### src/rtl/wb_xcpt_retire.sv
// Write-back / retire stage: drives the register-file write port, resolves
// exception priority across stages, pulses flush/redirect/save on an exception,
// blocks the input for a fixed drain window and counts retired instructions.
module wb_xcpt_retire #(
  parameter int unsigned          PC_WIDTH     = 32,
  parameter int unsigned          DATA_WIDTH   = 32,
  parameter int unsigned          RF_ADDR_W    = 5,
  parameter int unsigned          XCPT_ADDR_W  = 32,
  parameter logic [PC_WIDTH-1:0]  XCPT_HANDLER = 'h2000,
  parameter int unsigned          DRAIN_CYCLES = 3
) (
  input  logic                   clock,
  input  logic                   reset,
  input  logic                   wb_valid,
  output logic                   wb_ready,
  input  logic                   wb_rf_wen,
  input  logic [RF_ADDR_W-1:0]   wb_rd,
  input  logic [DATA_WIDTH-1:0]  wb_data,
  input  logic [PC_WIDTH-1:0]    wb_pc,
  input  logic                   xcpt_fetch,
  input  logic [XCPT_ADDR_W-1:0] xcpt_fetch_addr,
  input  logic                   xcpt_illegal,
  input  logic                   xcpt_overflow,
  input  logic                   xcpt_dtlb,
  input  logic [XCPT_ADDR_W-1:0] xcpt_dtlb_addr,
  output logic                   writeEnRF,
  output logic [RF_ADDR_W-1:0]   destRF,
  output logic [DATA_WIDTH-1:0]  writeValRF,
  output logic                   xcpt_valid,
  output logic [PC_WIDTH-1:0]    rmPC,
  output logic [XCPT_ADDR_W-1:0] rmAddr,
  output logic                   flush_pipeline,
  output logic                   redirect_valid,
  output logic [PC_WIDTH-1:0]    redirect_pc,
  output logic [31:0]            retired_count
);

  localparam int unsigned CNT_W = (DRAIN_CYCLES > 1) ? $clog2(DRAIN_CYCLES) : 1;

  typedef enum logic [1:0] {
    ST_RUN   = 2'd0,
    ST_FLUSH = 2'd1,
    ST_DRAIN = 2'd2
  } state_e;

  state_e                 state_q, state_d;
  logic [CNT_W-1:0]       drain_cnt_q, drain_cnt_d;
  logic                   wb_ready_q, wb_ready_d;
  logic                   wen_q, wen_d;
  logic [RF_ADDR_W-1:0]   dest_q, dest_d;
  logic [DATA_WIDTH-1:0]  wval_q, wval_d;
  logic                   xcpt_valid_q, xcpt_valid_d;
  logic [PC_WIDTH-1:0]    rm_pc_q, rm_pc_d;
  logic [XCPT_ADDR_W-1:0] rm_addr_q, rm_addr_d;
  logic                   flush_q, flush_d;
  logic                   redir_q, redir_d;
  logic [31:0]            retired_count_q, retired_count_d;

  logic                   accept;
  logic                   any_xcpt;
  logic [XCPT_ADDR_W-1:0] xcpt_addr_sel;

  assign accept   = wb_valid & wb_ready_q;
  assign any_xcpt = xcpt_fetch | xcpt_illegal | xcpt_overflow | xcpt_dtlb;

  // Faulting address of the oldest excepting stage; illegal/overflow carry none
  always_comb begin
    xcpt_addr_sel = '0;
    if (xcpt_fetch) begin
      xcpt_addr_sel = xcpt_fetch_addr;
    end else if (xcpt_illegal || xcpt_overflow) begin
      xcpt_addr_sel = '0;
    end else if (xcpt_dtlb) begin
      xcpt_addr_sel = xcpt_dtlb_addr;
    end
  end

  // Next-state and next-output logic for retire, exception and drain handling
  always_comb begin
    state_d         = state_q;
    drain_cnt_d     = drain_cnt_q;
    wen_d           = 1'b0;
    dest_d          = dest_q;
    wval_d          = wval_q;
    xcpt_valid_d    = 1'b0;
    rm_pc_d         = rm_pc_q;
    rm_addr_d       = rm_addr_q;
    flush_d         = 1'b0;
    redir_d         = 1'b0;
    retired_count_d = retired_count_q;

    case (state_q)
      ST_RUN: begin
        if (accept) begin
          if (any_xcpt) begin
            state_d      = ST_FLUSH;
            xcpt_valid_d = 1'b1;
            flush_d      = 1'b1;
            redir_d      = 1'b1;
            rm_pc_d      = wb_pc;
            rm_addr_d    = xcpt_addr_sel;
          end else begin
            wen_d           = wb_rf_wen;
            dest_d          = wb_rd;
            wval_d          = wb_data;
            retired_count_d = retired_count_q + 32'd1;
          end
        end
      end
      ST_FLUSH: begin
        state_d     = ST_DRAIN;
        drain_cnt_d = CNT_W'(DRAIN_CYCLES - 1);
      end
      ST_DRAIN: begin
        if (drain_cnt_q == '0) begin
          state_d = ST_RUN;
        end else begin
          drain_cnt_d = drain_cnt_q - CNT_W'(1);
        end
      end
      default: begin
        state_d     = ST_RUN;
        drain_cnt_d = '0;
      end
    endcase

    wb_ready_d = (state_d == ST_RUN);
  end

  // State and output registers
  always_ff @(posedge clock or negedge reset) begin
    if (!reset) begin
      state_q         <= ST_RUN;
      drain_cnt_q     <= '0;
      wb_ready_q      <= 1'b1;
      wen_q           <= 1'b0;
      dest_q          <= '0;
      wval_q          <= '0;
      xcpt_valid_q    <= 1'b0;
      rm_pc_q         <= '0;
      rm_addr_q       <= '0;
      flush_q         <= 1'b0;
      redir_q         <= 1'b0;
      retired_count_q <= '0;
    end else begin
      state_q         <= state_d;
      drain_cnt_q     <= drain_cnt_d;
      wb_ready_q      <= wb_ready_d;
      wen_q           <= wen_d;
      dest_q          <= dest_d;
      wval_q          <= wval_d;
      xcpt_valid_q    <= xcpt_valid_d;
      rm_pc_q         <= rm_pc_d;
      rm_addr_q       <= rm_addr_d;
      flush_q         <= flush_d;
      redir_q         <= redir_d;
      retired_count_q <= retired_count_d;
    end
  end

  assign wb_ready       = wb_ready_q;
  assign writeEnRF      = wen_q;
  assign destRF         = dest_q;
  assign writeValRF     = wval_q;
  assign xcpt_valid     = xcpt_valid_q;
  assign rmPC           = rm_pc_q;
  assign rmAddr         = rm_addr_q;
  assign flush_pipeline = flush_q;
  assign redirect_valid = redir_q;
  assign redirect_pc    = XCPT_HANDLER;
  assign retired_count  = retired_count_q;

endmodule
### config.mk
export PLATFORM = sky130hd
export DESIGN_NAME = wb_xcpt_retire
export DESIGN_NICKNAME = d
export VERILOG_FILES = /design/src/rtl/wb_xcpt_retire.sv
export SDC_FILE = /design/constraint.sdc
export NUM_CORES = 1
export LEC_CHECK = 0
export BUFFER_PORTS_ARGS = -buffer_cell sky130_fd_sc_hd__buf_2
export CAP_MARGIN = 20
export CORE_ASPECT_RATIO = 0.9
export CORE_MARGIN = 10
export CORE_UTILIZATION = 40
export CTS_CLUSTER_DIAMETER = 100
export CTS_CLUSTER_SIZE = 14
export DETAILED_ROUTE_END_ITERATION = 8
export PLACE_DENSITY = 0.72
export SLEW_MARGIN = 5
export SYNTH_ARGS = -nofsm -noshare
export SYNTH_HDL_FRONTEND = slang
export SYNTH_SLANG_ARGS = --single-unit
### constraint.sdc
create_clock -name clock -period 3.9 [get_ports clock]
set_input_delay 0.78 -clock clock [delete_from_list [all_inputs] [get_ports clock]]
set_output_delay 0.78 -clock clock [all_outputs]
set_load 0.005 [all_outputs]
-- Word level (Yosys, flattened, before mapping)
Cells that the tools add are included.
- output and inout bits: 170
- input bits: 141
- bits in registers: 140
- bitwise logic cells: 6
- reductions and logical operators: 7
- multiplexer cells: 15
- equal/unequal tests: 3
- add/sub/neg operators: 2
- operator list (kind ; number):
    2-to-1 mux 32 bit ; 3
    adder 32 x 1 -> 32 bit, second input constant ; 1
    one-hot mux 2 bit (3 select lines) ; 2
    2-to-1 mux 2 bit ; 4
    zero test 2 bit ; 3
    2-to-1 mux 1 bit ; 6
    AND reduction 3 bit ; 2
    OR 1 bit ; 3
    equality test 2 x 1 -> 1 bit, second input constant ; 1
    equality test 2 bit, second input constant ; 1
    != test 2 bit, second input constant ; 1
    inverter 1 bit ; 2
    AND reduction 2 bit ; 1
    subtractor 2 x 1 -> 2 bit, second input constant ; 1
    AND 1 bit ; 1
    logical OR 1 bit ; 1

-- Longest topological paths before layout
- word-level depth: 7
- depth in mapped cells: 10
- mapped depth without buffers: 7

-- Worst setup path before layout
No wires, ideal clock.
- path kind: in2reg
- start point: input xcpt_fetch
- end point: register rm_addr_q[24] (netlist: rmAddr[24])
- setup time: 0.126 ns
- path slack: 1.783 ns
- data arrival time: 1.991 ns
- stages on the path: 8
- required time: 3.774 ns
- cells stage by stage: buf_6 or4_4 nand2_1 inv_2 buf_2 buf_2 nor2_1 nor2_1
- longest elaborated chain between the ends: 4
- elaborated cells on any way between the ends: 5
- those cells by class: mux: 1; bitwise: 3; reduce/logical: 1
- ends and longest elaborated chain (item ; line ; text):
    start: declaration ; 20 ; input logic xcpt_fetch,
    OR 1 bit (3 in series) ; 64 ; assign any_xcpt = xcpt_fetch | xcpt_illegal | xcpt_overflow | xcpt_dtlb;
    AND reduction 3 bit (no line) ; - ;
    end signal: assignment ; 154 ; rm_addr_q <= rm_addr_d;
    end: declaration ; 54 ; logic [XCPT_ADDR_W-1:0] rm_addr_q, rm_addr_d;
Several ways; a longest one is shown, not always the timed one.
A chain may end at the register's enable or synchronous reset.

-- Worst setup path in the final report
- start point: input xcpt_fetch
- end point: register retired_count_q[23] (netlist: retired_count[23])
- longest elaborated chain between the ends: 5
- ends and longest elaborated chain (item ; line ; text):
    OR 1 bit (3 in series) ; 64 ;
    inverter 1 bit (no line) ; - ;
    AND reduction 3 bit (no line) ; - ;
    end signal: assignment ; 157 ; retired_count_q <= retired_count_d;
    end: declaration ; 57 ; logic [31:0] retired_count_q, retired_count_d;
No other way between the ends.

==> metrics.yaml <==
clocking:
  clk_path_buf_depth: 2
  cts-buffers-inserted: 17
  clkLatencyLatePin_ns: 0.41
  htreeDepth: 4
  cts_hold_buf: 0
  cts_resized: 0
  cts_sinks: 140
  clk_pin_slew_worst_paths_ns: 0.06
  cts_tree: "done"
  root_buffer: "clkbuf_16"
  cts_setup_buffers: 0
outcome:
  outcome: "complete, no violations"
floorplan:
  start_util: 0.4120
  io_pins: 311
  die_area_mm2: 0.02061
  floorplan.rows: 42
  die_w_um: 150.2
  design.core.area_mm2: 0.01482
  die_y_um: 137.2
setup_path:
  cp.required_ns: 4.19
  crit_chain: "buf_2 -> nor4_4 -> nand2_2 -> buf_4 -> nor4_4 -> nand3_1 -> xnor2_1"
  critPathCaptureType: "flip-flop"
  slowest_stage: "nor4_4"
  cpMostUsedCell: "nor4_4"
  worstPathArrival_ns: 2.61
  critical_path_class: "in -> reg"
  crit_path_max_fanout: 41
  cp_slowest_stage_delay_ns: 0.46
  start_kind: "primary input"
yosys:
  synth_simple_gate_area_share: 0.2436
  synth.distinct_cells: 37
  synth_top_family_by_area: "simple AND/OR/NAND/NOR gates"
  synth_fa_ha_area_frac: 0.01230
  ys_warn_count: 0
  synth_ff_type: "dfrtp_1"
  synthesis.area_mm2: 0.006106
  synthArstFlopShare: 1.000
  synth_compound_area_frac: 0.05451
  syn_inst: 638
  netlist_top_cells_area: "dfrtp_1, nand2_1, a221oi_1"
  synth_largest_area_cell: "dfrtp_1"
  netlist.area_leader.share: 0.5697
  syn_avg_cell_area_um2: 9.570
  ys_ff_latch: 140
  muxShareOfSynthArea: 0
  synth_edf_count: 0
  ys_seq_area_frac: 0.5740
  synth_xor_area_frac: 0.04447
route:
  drcViolationCount: 0
  drt_iter0_markers: 194
  ant_nets: 0
  wl_mm: 17.68
  viasPerCell: 4.569
  dr.pass1.iters: 5
  num_vias: 5113
  avgRoutedWirePerCell_um: 15.80
pwr:
  ir_worst_vdd_mv: 0.4135
  total_power_w: 0.005615
  power_density_mw_per_mm2: 687.5
  leakage_nw: 4.568
sta:
  setup_viol_count_final: 0
  tightestPinTransition_ns: 0.8020
  layout_min_cycle_time_ns: 2.318
  relSlewSlack: 0.4653
  period_share: 0.5943
  hold_viol_final: 0
  max_freq_ghz: 0.4314
  drv_slew: 0
  tns_ns: 0
  rsz0062_at_grt: "no"
  skew_ns: 0.008926
global_routing:
  grt_max_degree: 89
  antenna_found_initial: 2
  grt_pass1_wl_mm: 26.99
  grt-ovfl-total: 0
  gr-usage-all-layers: 0.1653
  grt_pass1_vias: 5124
placement:
  io_buffers: 278
  dpl.hpwl_mm: 13.53
  gp_congestion: 0.8502
layout:
  fin_nets: 1055
  drive_gt1_frac: 0.3543
  layout_common_cells: "buf_2, nand2_1, dfrtp_1, nor2_1"
  final_common_cell: "buf_2"
  syn_to_final_growth_pct: 33.77
worst_hold_path:
  hp-class: "in -> async"
run:
  maxCapViolCount: 0
where the power goes:
part / leakage, nW / internal [W] / switching [W]
combinational: 2.49 / 0.000748 / 0.000895
clock: 0.289 / 0.00107 / 0.000621
sequential: 1.79 / 0.00200 / 0.000280
total: 4.57 / 0.00382 / 0.00180
worst paths after layout:
| path | from | endpoint | slack [ns] | cells past startpoint |
|---|---|---|---|---|
| min reg2reg | rmPC[28] | rmPC[28] | 0.46 | 2 |
| min | reset | destRF[4] | 0.44 | 1 |
| min in group clock | rmPC[28] | rmPC[28] | 0.46 | 2 |
| max reg2reg | state_q[0] | retired_count[23] | 1.66 | 8 |
| max in group asynchronous | reset | rmPC[8] | 2.70 | 2 |
| max | xcpt_fetch | retired_count[23] | 1.58 | 7 |
critical path: cells and delay by family:
family / cells / cell delay, ns
xor gates and xnor gates: 1 / 0.14
buffers and inverters: 2 / 0.60
and+or+nand+nor: 4 / 1.06
cells by family (layout without fill, tap and decap cells):
group / Yosys count / count (layout)
DFF: 140 / 140
buffers and inverters: 70 / 322
other: 2 / 33
AOI/OAI and AO/OA: 40 / 40
xor gates and xnor gates: 31 / 31
adders and majority gates: 6 / 6
and+or+nand+nor: 349 / 349
cell usage after synthesis, types with 2 or more instances:
library cell / count
a221oi_1: 32
clkbuf_1: 12
ha_1: 6
xor2_1: 9
nor3_1: 3
nor4b_1: 2
xnor2_1: 22
and4_1: 4
conb_1: 2
nor4_4: 2
inv_1: 5
nor2_1: 73
nand2b_1: 4
buf_4: 37
a21oi_1: 2
and3_1: 9
nand2_1: 226
buf_2: 14
a21o_1: 2
nand4_1: 8
nand3_1: 10
dfrtp_1: 139
area by class of cell:
class,instances,area [um^2]
Antenna cell,1,2.502
Clock buffer,18,429.2
Clock inverter,13,190.2
Fill cell,1397,6651
Inverter,6,22.52
Multi-Input combinational cell,458,2296
Sequential cell,140,3505
Tap cell,198,247.7
Timing Repair Buffer,285,1475
layer usage:
| metal | wire length, um | global-route usage | share of wire | vias to the layer above |
|---|---|---|---|---|
| li1 | - | - | - | 2554 |
| met3 | 1553 | 0.06428 | 0.088 | 12 |
| met4 | 212 | 0.05609 | 0.012 | 2 |
| met1 | 7238 | 0.1995 | 0.41 | 2367 |
| met2 | 8660 | 0.2657 | 0.49 | 178 |
| met5 | 13 | 0 | 0.00074 | - |
registers in the layout (all words and copies together) (netlist names):
register	flops
writeEnRF	1
rmAddr	32
drain_cnt_q	2
writeValRF	32
retired_count	32
destRF	5
state_q	2
rmPC	32
redirect_valid	1
wb_ready	1
stage by stage:
stage / worst slack [ns] / hold slack [ns] / std cells / area [um^2] / util
finish: 1.582 / 0.4387 / 1119 / 8168 / 0.5512
global route: 1.386 / 0.4805 / 1118 / 8165 / 0.5510
CTS: 1.455 / 0.4614 / 1117 / 8145 / 0.5496
detailed placement: 1.012 / 0.4567 / 1086 / 7526 / 0.5079
global placement: 1.036 / 0.4514 / 1086 / 7526 / 0.5079
floorplan: 1.783 / 0.4676 / 668 / 6218 / -
No activity file was read; power rests on OpenSTA's default activity.
